`config.mk`:
```
export PLATFORM = sky130hd
export DESIGN_NAME = garegga_colmix
export DESIGN_NICKNAME = d
export VERILOG_FILES = /design/src/rtl/garegga_colmix.sv
export SDC_FILE = /design/constraint.sdc
export NUM_CORES = 1
export LEC_CHECK = 0
export CORE_MARGIN = 4
export CORE_UTILIZATION = 35
export DETAILED_ROUTE_END_ITERATION = 6
export PLACE_DENSITY = 0.64
export SYNTH_ARGS = -nofsm -noshare
export SYNTH_HDL_FRONTEND = slang
export SYNTH_SLANG_ARGS = --single-unit
```
`constraint.sdc`:
```
create_clock -name CLK96 -period 5.5 [get_ports CLK96]
set_input_delay 1.1 -clock CLK96 [delete_from_list [all_inputs] [get_ports CLK96]]
set_output_delay 1.1 -clock CLK96 [all_outputs]
set_load 0.01 [all_outputs]
```
`src/rtl/garegga_colmix.sv`:
```
// garegga_colmix -- final colour stage of the Garegga video path.
//
// On each accepted pixel enable the winning 11-bit palette index (text over GP9001 over
// backdrop 0) is registered onto the palette RAM address. The RAM word returns one cycle
// later, is captured, expanded from xBGR555 to 24-bit RGB and scaled by a brightness
// value latched once per frame. The result is driven three cycles after acceptance.
//
// Ports:
//   CLK96, RESET96          clock, asynchronous active-high reset
//   PIXEL_CEN               one-cycle pixel enable
//   HB, VB                  blanks aligned with the pixel inputs
//   TEXT_PIXEL, GP_PIXEL    candidate palette indices ([3:0]==0 is transparent)
//   BRIGHT                  brightness 0..16 (larger values clamp to 16)
//   PAL_ADDR / PAL_DATA     palette RAM read port (registered read, 1-cycle latency)
//   RED, GREEN, BLUE        output colour
//   HB_OUT, VB_OUT          blanks aligned with the colour outputs
//   PIX_VALID               one-cycle strobe when the colour outputs update
//   OVERRUN                 sticky: a pixel arrived before the previous read finished
module garegga_colmix #(
   parameter int unsigned PAL_AW = 11
) (
   input  logic              CLK96,
   input  logic              RESET96,
   input  logic              PIXEL_CEN,
   input  logic              HB,
   input  logic              VB,
   input  logic [10:0]       TEXT_PIXEL,
   input  logic [10:0]       GP_PIXEL,
   input  logic [4:0]        BRIGHT,
   output logic [PAL_AW-1:0] PAL_ADDR,
   input  logic [15:0]       PAL_DATA,
   output logic [7:0]        RED,
   output logic [7:0]        GREEN,
   output logic [7:0]        BLUE,
   output logic              HB_OUT,
   output logic              VB_OUT,
   output logic              PIX_VALID,
   output logic              OVERRUN
);

   typedef enum logic [1:0] {StIdle, StAddr, StWait, StCapt} state_e;

   state_e            state_q, state_d;
   logic [PAL_AW-1:0] pal_addr_q, pal_addr_d;
   logic              hb_lat_q, hb_lat_d;
   logic              vb_lat_q, vb_lat_d;
   logic [14:0]       pal_q, pal_d;
   logic [4:0]        b_lat_q, b_lat_d;
   logic              last_vb_q;
   logic [7:0]        red_q, red_d;
   logic [7:0]        green_q, green_d;
   logic [7:0]        blue_q, blue_d;
   logic              hb_out_q, hb_out_d;
   logic              vb_out_q, vb_out_d;
   logic              pix_valid_q, pix_valid_d;
   logic              overrun_q, overrun_d;

   logic [10:0]       sel_idx;
   logic [4:0]        bright_clamped;
   logic              accept;

   // Bit 15 of the palette word is not part of xBGR555.
   logic unused_pal_msb;
   assign unused_pal_msb = PAL_DATA[15];

   // Expand 5-bit channel to 8 bits and scale by b/16. The largest product (255*16) fits
   // in 12 bits, so bits [11:4] are the full scaled result.
   function automatic logic [7:0] scale(input logic [4:0] c5, input logic [4:0] b);
      logic [7:0]  c8;
      logic [11:0] prod;
      c8   = {c5, c5[4:2]};
      prod = {4'd0, c8} * {7'd0, b};
      return prod[11:4];
   endfunction

   always_comb begin
      if (TEXT_PIXEL[3:0] != 4'd0) begin
         sel_idx = TEXT_PIXEL;
      end else if (GP_PIXEL[3:0] != 4'd0) begin
         sel_idx = GP_PIXEL;
      end else begin
         sel_idx = 11'd0;
      end
   end

   assign bright_clamped = (BRIGHT > 5'd16) ? 5'd16 : BRIGHT;

   // Brightness only changes on the VB rising edge, i.e. once per frame.
   always_comb begin
      b_lat_d = b_lat_q;
      if (VB && !last_vb_q) begin
         b_lat_d = bright_clamped;
      end
   end

   always_comb begin
      state_d     = state_q;
      pal_addr_d  = pal_addr_q;
      hb_lat_d    = hb_lat_q;
      vb_lat_d    = vb_lat_q;
      pal_d       = pal_q;
      red_d       = red_q;
      green_d     = green_q;
      blue_d      = blue_q;
      hb_out_d    = hb_out_q;
      vb_out_d    = vb_out_q;
      pix_valid_d = 1'b0;
      overrun_d   = overrun_q;
      accept      = 1'b0;

      unique case (state_q)
         StIdle: begin
            accept = PIXEL_CEN;
         end
         StAddr: begin
            if (PIXEL_CEN) begin
               accept    = 1'b1;
               overrun_d = 1'b1;
            end else begin
               state_d = StWait;
            end
         end
         StWait: begin
            if (PIXEL_CEN) begin
               accept    = 1'b1;
               overrun_d = 1'b1;
            end else begin
               pal_d   = PAL_DATA[14:0];
               state_d = StCapt;
            end
         end
         StCapt: begin
            // Finishing pixel is always delivered; a new one may start in the same cycle.
            if (hb_lat_q || vb_lat_q) begin
               red_d   = 8'd0;
               green_d = 8'd0;
               blue_d  = 8'd0;
            end else begin
               red_d   = scale(pal_q[4:0], b_lat_q);
               green_d = scale(pal_q[9:5], b_lat_q);
               blue_d  = scale(pal_q[14:10], b_lat_q);
            end
            hb_out_d    = hb_lat_q;
            vb_out_d    = vb_lat_q;
            pix_valid_d = 1'b1;
            state_d     = StIdle;
            accept      = PIXEL_CEN;
         end
         default: begin
            state_d = StIdle;
         end
      endcase

      if (accept) begin
         pal_addr_d = sel_idx[PAL_AW-1:0];
         hb_lat_d   = HB;
         vb_lat_d   = VB;
         state_d    = StAddr;
      end
   end

   always_ff @(posedge CLK96 or posedge RESET96) begin
      if (RESET96) begin
         state_q     <= StIdle;
         pal_addr_q  <= '0;
         hb_lat_q    <= 1'b0;
         vb_lat_q    <= 1'b0;
         pal_q       <= '0;
         b_lat_q     <= 5'd16;
         last_vb_q   <= 1'b0;
         red_q       <= 8'd0;
         green_q     <= 8'd0;
         blue_q      <= 8'd0;
         hb_out_q    <= 1'b1;
         vb_out_q    <= 1'b1;
         pix_valid_q <= 1'b0;
         overrun_q   <= 1'b0;
      end else begin
         state_q     <= state_d;
         pal_addr_q  <= pal_addr_d;
         hb_lat_q    <= hb_lat_d;
         vb_lat_q    <= vb_lat_d;
         pal_q       <= pal_d;
         b_lat_q     <= b_lat_d;
         last_vb_q   <= VB;
         red_q       <= red_d;
         green_q     <= green_d;
         blue_q      <= blue_d;
         hb_out_q    <= hb_out_d;
         vb_out_q    <= vb_out_d;
         pix_valid_q <= pix_valid_d;
         overrun_q   <= overrun_d;
      end
   end

   assign PAL_ADDR  = pal_addr_q;
   assign RED       = red_q;
   assign GREEN     = green_q;
   assign BLUE      = blue_q;
   assign HB_OUT    = hb_out_q;
   assign VB_OUT    = vb_out_q;
   assign PIX_VALID = pix_valid_q;
   assign OVERRUN   = overrun_q;

endmodule

```
==> qor.yml <==
clk_latency_ns: 0.34
synth-async-reset-ratio: 1.00
synthTopCellsByArea: "dfrtp_1 27%, fa_1 16%, ha_1 13%"
h-tree-depth: 3
dp_hpwl_um: 9970
cp-end-kind: "register"
path_clk_slew_ns: 0.06
fin_area_um2: 6940
maxCapViolCount: 0
synth_warnings: 0
wl_um: 13000
crit_top_cell: "fa_1"
synth_area_um2: 5560
syn2layout_area_growth_pct: 24.9
yosysTopAreaCell: "dfrtp_1"
portBuffers: 85
postPlaceCellArea_um2: 6620
clock.fmax_mhz: 231
power_density_nw_per_um2: 433
pwr-share-comb: 0.525
tightestPinTransition_ns: 0.953
grt_max_degree: 65
finalHoldViolCount: 0
drt-initial-drc-count: 176
synth_flop_cell: "dfrtp_1"
cts_tree: "done"
synth_fa_ha_area_frac: 0.293
fin_util: 0.452
synth_fp_nets: 724
crit_type: "register to register"
post-place-ws_ns: 1.15
cts_inserted_buffers: 9
die_y_um: 134
ff_latch_area_um2: 1610
post-synth-top-count-cell: "inv_1"
grt_pass1_wl_um: 21800
synth_compound_area_frac: 0.114
rows: 45
avgSynthCellArea_um2: 9.70
antenna_found_initial: 0
dieArea_um2: 18000
hold_buffers: 0
place_congestion: 0.841
synth_top_family_by_area: "adder cells"
p_sw_mw: 1.20
worstPathMaxFanout: 16
hold_ws_ns: 0.465
initial_utilization: 0.361
synthTopCellsByCount: "104 x inv_1, 61 x dfrtp_1, 58 x ha_1, 48 x and2_1, 45 x fa_1"
p_clk_frac: 0.205
vdd_ir_drop_max_mv: 0.173
drc_errors: 0
cp_cell_sequence: "nand2_1, fa_1, fa_1, fa_1, inv_1, ha_1, a21oi_1, o221ai_1, a2111oi_0, o211ai_1, o311ai_0"
critPathSlowestCell: "dfstp_2"
p_int_mw: 1.80
firstDrtPassIters: 4
synthMuxAreaShare: 0.0405
numClockSinks: 64
finalClockSkew_ns: 0.00715
period_share: 0.786
status: "complete, no violations"
post_cts_resized: 0
overflow: 0
drive_gt1_frac: 0.0774
multi_input_area_um2: 3480
die_w_um: 134
yosysTopAreaCellShare: 0.275
setup_viol: 0
slowest_delay_ns: 0.71
yosysSeqAreaShare: 0.289
clockBufferDepth: 2
rsz0062_at_grt: "no"
grt_pass1_vias: 4434
final_max_slew_viol_count: 0
fill_cells: 1455
io_pins: 87
tns_ns: 0
via_per_inst: 4.83
seqPwrFrac: 0.270
antenna_cells: 0
post_cts_buffers: 0
yosys.area_share.xor_xnor: 0.0419
synth_cell_types: 50
yosys.area_share.simple: 0.138
worstPathArrival_ns: 4.54
setup_slack_ns: 1.18
sw_frac_of_total: 0.401
final_antenna_net_count: 0
netlist_instances: 573
min_period_ns: 4.32
cts_root_buffer: "clkbuf_16"
p_leak_nw: 3.24
grtUsageTotal: 0.153
wl_per_cell_um: 14.9
synth_edf_count: 0
core_um2: 15400
ys_seq_elements: 64
relSlewSlack: 0.363
dr_total_vias: 4199
critical_path_required_ns: 5.71
cp-start-kind: "register"
hp-class: "register to register"
layout.nets: 805
## power by group through the flow
stage / clock network, mW / registers (mW) / logic [mW]
after CTS: 0.634 / 0.810 / 1.60
after global placement: 0 / 0.810 / 1.55
after detailed placement: 0 / 0.818 / 1.59
after global routing: 0.657 / 0.837 / 1.81
after floorplan: 0 / 0.784 / 1.10
final: 0.616 / 0.810 / 1.58
## path summary, 6_finish.rpt
kind	slack [ns]	startpoint	cells past startpoint	to
setup / recovery	1.18	b_lat_q[4]$_DFFE_PP1P_	11	GREEN[6]$_DFFE_PP0P_
hold / removal	0.47	OVERRUN$_DFFE_PP0P_	1	OVERRUN$_DFFE_PP0P_
setup reg to reg	1.18	b_lat_q[4]$_DFFE_PP1P_	11	GREEN[6]$_DFFE_PP0P_
hold reg to reg	0.47	OVERRUN$_DFFE_PP0P_	1	OVERRUN$_DFFE_PP0P_
max in group asynchronous	3.64	RESET96	3	RED[2]$_DFFE_PP0P_
min in group asynchronous	1.33	RESET96	3	last_vb_q$_DFF_PP0_
## critical path: cells and delay by family (launching register included)
kind	cells	cell delay (ns)
buf+inv	1	0.04
fa+ha+maj	4	1.94
flops	1	0.71
simple gates	1	0.13
compound gates	5	1.36
## layer usage
layer	GRT usage	routed length, um	vias up
met3	0.0334	516	17
met4	0.0583	319	0
met1	0.196	5700	2055
li1	-	-	2055
met2	0.255	6460	72
met5	0	0	-
## final cells by class
type | instances | area share
clock buffers | 12 | 0.0355
repair buffers | 89 | 0.127
clock inverters | 4 | 0.0101
flip-flops and latches | 64 | 0.231
inverters | 104 | 0.0562
multi-input cells | 386 | 0.502
well taps | 211 | 0.0380
## cell usage in the layout (no fill, tap or decap), drive strengths merged, types with 3 or more instances in the layout
cell type and instances:
and2 48, o21ai 6, o22ai 18, nand3 4, ha 58, and3 5, nor2b 5, a21oi 25
a22oi 7, xor2 15, o221ai 3, dfrtp 61, inv 104, a21o 3, or2 3, nand4 6
clkdlybuf4s50 85, nor2 17, nand2 43, xnor2 9, a221oi 3, a31oi 3, fa 45, nor3 3
dfstp 3, mux2 20, o2111ai 4, clkbuf 12, o211ai 3, nand2b 8, buf 4, o32ai 3
## through the flow
step | power [mW] | instances
final | 3.00 | 870
after global routing | 3.30 | 870
after CTS | 3.05 | 870
after detailed placement | 2.40 | 854
after global placement | 2.36 | 854
after floorplan | 1.88 | 573
## flip-flops by register name, indices dropped and copies added, names as in the netlist, 2 cells and up
register,cells
state_q,2
RED,8
BLUE,8
PAL_ADDR,11
GREEN,8
b_lat_q,5
pal_q,15
## cell families (layout without fill, tap and decap cells)
family                   count (synthesis)  after routing
flip-flops                              64             64
AND/OR/NAND/NOR                        146            146
buffers and inverters                  123            209
XOR/XNOR                                25             25
adder cells (fa/ha/maj)                103            103
AO/OA/AOI/OAI                           92             92
multiplexers                            20             20
(Power assumes the default switching activity.)
